===== src/rtl/sfm_streamer_arbiter.sv =====
// -----------------------------------------------------------------------------
// sfm_streamer_arbiter
//
// Merges NB_CHAN load/store channels onto a single TCDM master port for the
// softmax streamer. Channels are arbitrated round-robin (ARB_MODE=0) or with
// fixed priority, lowest index first (ARB_MODE=1). Every granted load pushes
// the issuing channel index into an ID FIFO. In-order read responses pop that
// FIFO and are steered back to the channel that issued the load. Store
// responses never come back from the memory side, so stores never push.
//
// Ports
//   clk_i, rst_ni    clock, asynchronous active-low reset
//   clear_i          synchronous clear, same effect as reset
//   enable_i         gates new grants; responses keep flowing
//   ch_*_i / ch_*_o  per-channel request, grant and response signals
//   tcdm_*_o/_i      TCDM master request, grant and response
//   outst_o          number of loads currently waiting for a response
//   err_o            sticky flag: a response arrived with no load outstanding
// -----------------------------------------------------------------------------
`timescale 1ns/1ps
module sfm_streamer_arbiter #(
    parameter int unsigned NB_CHAN   = 4,
    parameter int unsigned DW        = 128,
    parameter int unsigned AW        = 32,
    parameter int unsigned MAX_OUTST = 4,
    parameter int unsigned ARB_MODE  = 0
) (
    input  logic                                clk_i,
    input  logic                                rst_ni,
    input  logic                                clear_i,
    input  logic                                enable_i,
    input  logic [NB_CHAN-1:0]                  ch_req_i,
    output logic [NB_CHAN-1:0]                  ch_gnt_o,
    input  logic [NB_CHAN-1:0]                  ch_wen_i,
    input  logic [NB_CHAN-1:0][AW-1:0]          ch_add_i,
    input  logic [NB_CHAN-1:0][DW/8-1:0]        ch_be_i,
    input  logic [NB_CHAN-1:0][DW-1:0]          ch_data_i,
    output logic [DW-1:0]                       ch_r_data_o,
    output logic [NB_CHAN-1:0]                  ch_r_valid_o,
    output logic                                tcdm_req_o,
    output logic                                tcdm_wen_o,
    output logic [AW-1:0]                       tcdm_add_o,
    output logic [DW/8-1:0]                     tcdm_be_o,
    output logic [DW-1:0]                       tcdm_data_o,
    input  logic                                tcdm_gnt_i,
    input  logic [DW-1:0]                       tcdm_r_data_i,
    input  logic                                tcdm_r_valid_i,
    output logic [$clog2(MAX_OUTST+1)-1:0]      outst_o,
    output logic                                err_o
);

    localparam int unsigned IDW  = (NB_CHAN > 1) ? $clog2(NB_CHAN) : 1;
    localparam int unsigned IDW1 = IDW + 1;
    localparam int unsigned PW   = (MAX_OUTST > 1) ? $clog2(MAX_OUTST) : 1;
    localparam int unsigned CW   = $clog2(MAX_OUTST + 1);

    // Channel index to one-hot channel vector.
    function automatic logic [NB_CHAN-1:0] id_to_onehot(input logic [IDW-1:0] id);
        return NB_CHAN'(1'b1) << id;
    endfunction

    // Next channel index, wrapping at NB_CHAN (NB_CHAN need not be a power of 2).
    function automatic logic [IDW-1:0] next_chan(input logic [IDW-1:0] id);
        logic [IDW-1:0] nxt;
        if (id == IDW'(NB_CHAN - 1)) begin
            nxt = {IDW{1'b0}};
        end else begin
            nxt = id + IDW'(1'b1);
        end
        return nxt;
    endfunction

    // Next FIFO pointer, wrapping at MAX_OUTST (need not be a power of 2).
    function automatic logic [PW-1:0] next_ptr(input logic [PW-1:0] ptr);
        logic [PW-1:0] nxt;
        if (ptr == PW'(MAX_OUTST - 1)) begin
            nxt = {PW{1'b0}};
        end else begin
            nxt = ptr + PW'(1'b1);
        end
        return nxt;
    endfunction

    logic [IDW-1:0]  rr_r;
    logic [IDW-1:0]  fifo_mem_r [MAX_OUTST];
    logic [PW-1:0]   wr_ptr_r;
    logic [PW-1:0]   rd_ptr_r;
    logic [CW-1:0]   cnt_r;
    logic            err_r;

    logic [NB_CHAN-1:0] elig_s;
    logic               full_s;
    logic               empty_s;
    logic               any_s;
    logic [IDW-1:0]     winner_s;
    logic [IDW:0]       rot_idx_s;
    logic               hs_s;
    logic               push_s;
    logic               pop_s;
    logic [IDW-1:0]     head_s;

    // FIFO status from the registered count only: a same-cycle pop never frees a slot early.
    always_comb begin
        full_s  = (cnt_r == CW'(MAX_OUTST));
        empty_s = (cnt_r == {CW{1'b0}});
    end

    // A full ID FIFO blocks loads but lets stores through.
    always_comb begin
        elig_s = ch_req_i & {NB_CHAN{enable_i}} & (~ch_wen_i | {NB_CHAN{~full_s}});
    end

    // Winner selection: rotating search from rr_r, or lowest eligible index.
    always_comb begin
        any_s     = 1'b0;
        winner_s  = {IDW{1'b0}};
        rot_idx_s = {IDW1{1'b0}};
        if (ARB_MODE == 1) begin
            for (int i = NB_CHAN - 1; i >= 0; i--) begin
                if (elig_s[i]) begin
                    any_s    = 1'b1;
                    winner_s = IDW'(i);
                end else begin
                    any_s    = any_s;
                end
            end
        end else begin
            for (int k = 0; k < NB_CHAN; k++) begin
                rot_idx_s = {1'b0, rr_r} + IDW1'(k);
                if (rot_idx_s >= IDW1'(NB_CHAN)) begin
                    rot_idx_s = rot_idx_s - IDW1'(NB_CHAN);
                end else begin
                    rot_idx_s = rot_idx_s;
                end
                if (!any_s && elig_s[rot_idx_s[IDW-1:0]]) begin
                    any_s    = 1'b1;
                    winner_s = rot_idx_s[IDW-1:0];
                end else begin
                    any_s    = any_s;
                end
            end
        end
    end

    // Master request mux; fields are zeroed when nothing is requested.
    always_comb begin
        tcdm_req_o  = any_s;
        tcdm_wen_o  = 1'b0;
        tcdm_add_o  = {AW{1'b0}};
        tcdm_be_o   = {(DW/8){1'b0}};
        tcdm_data_o = {DW{1'b0}};
        if (any_s) begin
            tcdm_wen_o  = ch_wen_i[winner_s];
            tcdm_add_o  = ch_add_i[winner_s];
            tcdm_be_o   = ch_be_i[winner_s];
            tcdm_data_o = ch_data_i[winner_s];
        end else begin
            tcdm_wen_o  = 1'b0;
        end
    end

    // Grant forwarding and handshake qualification.
    always_comb begin
        hs_s   = any_s & tcdm_gnt_i;
        push_s = hs_s & tcdm_wen_o;
        if (hs_s) begin
            ch_gnt_o = id_to_onehot(winner_s);
        end else begin
            ch_gnt_o = {NB_CHAN{1'b0}};
        end
    end

    // Response steering from the registered FIFO head; data is broadcast.
    always_comb begin
        head_s      = fifo_mem_r[rd_ptr_r];
        pop_s       = tcdm_r_valid_i & ~empty_s;
        ch_r_data_o = tcdm_r_data_i;
        if (pop_s) begin
            ch_r_valid_o = id_to_onehot(head_s);
        end else begin
            ch_r_valid_o = {NB_CHAN{1'b0}};
        end
    end

    // Round-robin pointer: moves past the winner only on a handshake.
    always_ff @(posedge clk_i or negedge rst_ni) begin
        if (!rst_ni) begin
            rr_r <= {IDW{1'b0}};
        end else if (clear_i) begin
            rr_r <= {IDW{1'b0}};
        end else if (hs_s) begin
            rr_r <= next_chan(winner_s);
        end
    end

    // ID FIFO: storage, pointers and occupancy count.
    always_ff @(posedge clk_i or negedge rst_ni) begin
        if (!rst_ni) begin
            for (int i = 0; i < MAX_OUTST; i++) begin
                fifo_mem_r[i] <= {IDW{1'b0}};
            end
            wr_ptr_r <= {PW{1'b0}};
            rd_ptr_r <= {PW{1'b0}};
            cnt_r    <= {CW{1'b0}};
        end else if (clear_i) begin
            for (int i = 0; i < MAX_OUTST; i++) begin
                fifo_mem_r[i] <= {IDW{1'b0}};
            end
            wr_ptr_r <= {PW{1'b0}};
            rd_ptr_r <= {PW{1'b0}};
            cnt_r    <= {CW{1'b0}};
        end else begin
            if (push_s) begin
                fifo_mem_r[wr_ptr_r] <= winner_s;
                wr_ptr_r             <= next_ptr(wr_ptr_r);
            end
            if (pop_s) begin
                rd_ptr_r <= next_ptr(rd_ptr_r);
            end
            case ({push_s, pop_s})
                2'b10:   cnt_r <= cnt_r + CW'(1'b1);
                2'b01:   cnt_r <= cnt_r - CW'(1'b1);
                default: cnt_r <= cnt_r;
            endcase
        end
    end

    // Sticky error: a response with nothing outstanding (e.g. stale after a clear).
    always_ff @(posedge clk_i or negedge rst_ni) begin
        if (!rst_ni) begin
            err_r <= 1'b0;
        end else if (clear_i) begin
            err_r <= 1'b0;
        end else if (tcdm_r_valid_i && empty_s) begin
            err_r <= 1'b1;
        end
    end

    assign outst_o = cnt_r;
    assign err_o   = err_r;

endmodule

===== config.mk =====
export PLATFORM = sky130hd
export DESIGN_NAME = sfm_streamer_arbiter
export DESIGN_NICKNAME = d
export VERILOG_FILES = /design/src/rtl/sfm_streamer_arbiter.sv
export SDC_FILE = /design/constraint.sdc
export NUM_CORES = 1
export LEC_CHECK = 0
export ABC_AREA = 0
export CAP_MARGIN = 20
export CORE_AREA = 4 4 447 449
export CTS_CLUSTER_DIAMETER = 80
export DETAILED_ROUTE_END_ITERATION = 8
export DIE_AREA = 0 0 451 453
export HOLD_SLACK_MARGIN = 0.06
export RECOVER_POWER = 100
export SYNTH_ARGS = -nofsm -noshare
export SYNTH_HDL_FRONTEND = slang
export SYNTH_SLANG_ARGS = --single-unit

===== constraint.sdc =====
create_clock -name clk_i -period 5.15 [get_ports clk_i]
set_input_delay 1.03 -clock clk_i [delete_from_list [all_inputs] [get_ports clk_i]]
set_output_delay 1.03 -clock clk_i [all_outputs]
set_load 0.1 [all_outputs]

==> impl_metrics.ini <==
[global_route]
antenna_found_initial = 155
grt_max_degree = 49
track_usage_pct = 13.5
grt_pass1_vias = 12800
grt-ovfl-total = 0
grt_pass1_wl_mm = 174

[power_and_ir_drop]
ir_drop_uv = 352
p_leak_nw = 7.50
powerDensity_mw_per_mm2 = 380

[synth]
synth_mux_area_share_pct = 22.5
synth_xor_area_share_pct = 0.506
async_reset_ff_share_pct = 100
synthCells = 1098
ys_types = 42
synth.area.top_cells = a211oi_1 (32%), mux2i_1 (21%), nor2b_1 (13%)
synth_top_family_by_area = compound AO/OA/AOI/OAI gates
yosysSeqAreaShare_pct = 5.36
ys_ff_latch = 18
yosys.area_share.simple_pct = 17.0
synthFlopType = dfrtp_1
ys.warnings.count = 0
synth_adder_area_share_pct = 1.43
synth_nets = 1953
synth_edf_count = 0
syn_avg_cell_area_um2 = 7.66
synth_area_leader_cell = a211oi_1
synth_top_area_share_pct = 31.5
syn_area_mm2 = 0.00841
synth_compound_area_share_pct = 33.9

[worst_hold_path]
holdCritPathClass = reg2reg
min_from = err_o

[worst_setup_path]
crit_required_ps = 4120
rr_startpoint = outst_o[0]
cp_common_cell = buf_16
critPathMaxStageDelay_ps = 530
slowest_stage = a211oi_2
crit_family = compound AO/OA/AOI/OAI gates
startpoint = ch_wen_i[1]
crit_path_start_kind = input pin
path_cells = clkdlybuf4s50_1 > nor4bb_4 > o22ai_1 > a21boi_1 > o221a_4 > buf_16 > buf_16 > nor2b_1 > a211oi_1 > a211oi_2 > buf_12
endpoint_kind = primary output
worstSetupPathType = in2out
critical_path_arrival_ps = 4090
worstPathMaxFanout = 31
path_buf_inv = 4

[cells_and_area]
nets = 2725
fill_cells = 22500
multi_input_area_mm2 = 0.00735
drive_above_1_share_pct = 27.1
fin_util_pct = 11.9
regArea_um2 = 450
area_growth_syn_to_layout_pct = 177

[timing]
drv_slew = 1
worst_pin_slew_ps = 1530
setup_tns_ps = 0
whs_ps = 508
max-slew-margin-rel_pct = -1.46
rsz0062_at_grt = false
hold_violations = 0
setup_viol = 0
final.min_clock_period_ps = 5120
fin_crit_sh_pct = 99.3
clock-skew-final_ps = 4.98
clock.fmax_mhz = 195

[route]
via_count = 13000
post_drt_via_cell_ratio = 2.87
drc = 0
drt_iter0_drc = 780
first_pass_iters = 5
ant_nets = 0
drt_wl_total_mm = 147
avgRoutedWirePerCell_um = 32.4

[run_status]
status = finished with violations
violations = capacitance limit, slew limit

[floorplanning]
dieArea_mm2 = 0.204
rows = 163
die_x_um = 451
design.core.area_mm2 = 0.196
start_util_pct = 4.28
fp.dieH_um = 453
io_pins = 1164

[clocking]
path_clk_slew_ps = 50
htree_levels = 1
cts.sinks = 18
worstSkewPairLatency_ps = 250
clock_path_buffers = 2
root_buffer = clkbuf_16
tritoncts = built
cts_buffers = 3

[place]
dp_hpwl_mm = 137
gp_congestion = 0.917
portBuffers = 907

[job]
drv_cap = 1
==> through the flow <==
| stage | total power, mW | area [µm²] | worst slack (ps) | std cells |
|---|---|---|---|---|
| 2_1_floorplan | 5.30 | 9290 | 228 | 1098 |
| 3_3_place_gp | 8.76 | 23000 | -394 | 4502 |
| 3_5_place_dp | 8.77 | 23000 | -240 | 4502 |
| 4_1_cts | 9.03 | 23200 | -4.17 | 4508 |
| 5_1_grt | 9.18 | 23300 | 6.35 | 4526 |
| 6_report | 8.86 | 23300 | 33.7 | 4536 |
==> sequential cells by signal (all words and copies together), names as in the netlist <==
name	flops
err_o	1
fifo_mem_r	8
outst_o	3
rd_ptr_r	2
rr_r	2
wr_ptr_r	2
==> report_power, final <==
part	switching, mW	internal, mW	total (mW)	leakage [nW]
combinational	5.56	2.94	8.50	7.22
clock	0.0502	0.102	0.152	0.0371
sequential	0.0470	0.163	0.210	0.246
==> worst reg2reg max path: cells and delay by family (launching register included) <==
| family | cells | cell delay [ps] |
|---|---|---|
| compound gates | 2 | 1120 |
| buf+inv | 2 | 530 |
| flops | 1 | 530 |
| mux | 2 | 660 |
| simple gates | 4 | 1180 |
==> cells in the final DEF (no fill, tap or decap), types with 18 or more instances in the layout <==
master	netlist	final
dfrtp_1	18	18
diode_2	0	28
buf_4	143	88
a211oi_2	0	190
mux2i_1	178	176
buf_12	0	198
a211oi_1	353	160
clkdlybuf4s50_1	0	714
nor2b_1	179	178
==> area by class of cell <==
type | count | share of cell area [%]
antenna | 28 | 0.300
clock buffer | 3 | 0.322
inverter | 9 | 0.145
multi-input combinational | 818 | 31.5
sequential | 18 | 1.93
tap | 2640 | 14.2
timing repair buffer | 1020 | 51.7
==> timing repair <==
action                                 CTS  global route
gates resized for setup                 20            11
hold buffers                             0             0
setup buffers                            1             0
gates cloned                             2             0
endpoints found under the hold margin    0             0
setup endpoints to repair               49            61
pin swaps                                2             4
==> synth_stat cells, types with 2 or more instances <==
cell type	n
a211oi_1	353
nor2b_1	179
mux2i_1	178
buf_4	143
clkbuf_1	82
dfrtp_1	18
buf_2	17
a21oi_1	14
nor2_1	14
nand3_1	12
buf_6	11
nand2_1	11
o21ai_1	9
ha_1	8
inv_1	8
and3_1	7
nand2b_1	3
nor3_1	3
mux2_4	2
mux4_2	2
nor3b_1	2
xnor2_1	2
==> path summary, 6_finish.rpt <==
kind / endpoint / slack, ps / cells past startpoint
setup / recovery: tcdm_add_o[22] / 30 / 11
hold / removal: err_o / 510 / 2
setup reg to reg: outst_o[2] / 1010 / 10
hold reg to reg: err_o / 510 / 2
max in group asynchronous: fifo_mem_r[7] / 3270 / 1
min in group asynchronous: rr_r[1] / 1350 / 1
==> routing by layer <==
metal  global-route usage [%]  vias to the layer above  routed length, µm
met5                        0                        -                149
met4                     3.58                       24               4640
met3                     4.64                      320              13200
met2                     25.1                      882              76400
met1                     14.6                     6210              52800
li1                         -                     5600                  -
==> cell families after synthesis <==
group	Yosys count
AO/OA/AOI/OAI	383
XOR/XNOR	4
adder cells (fa/ha/maj)	9
buffers and inverters	262
flip-flops	18
multiplexers	184
AND/OR/NAND/NOR	238
No activity file was read; power rests on OpenSTA's default activity.
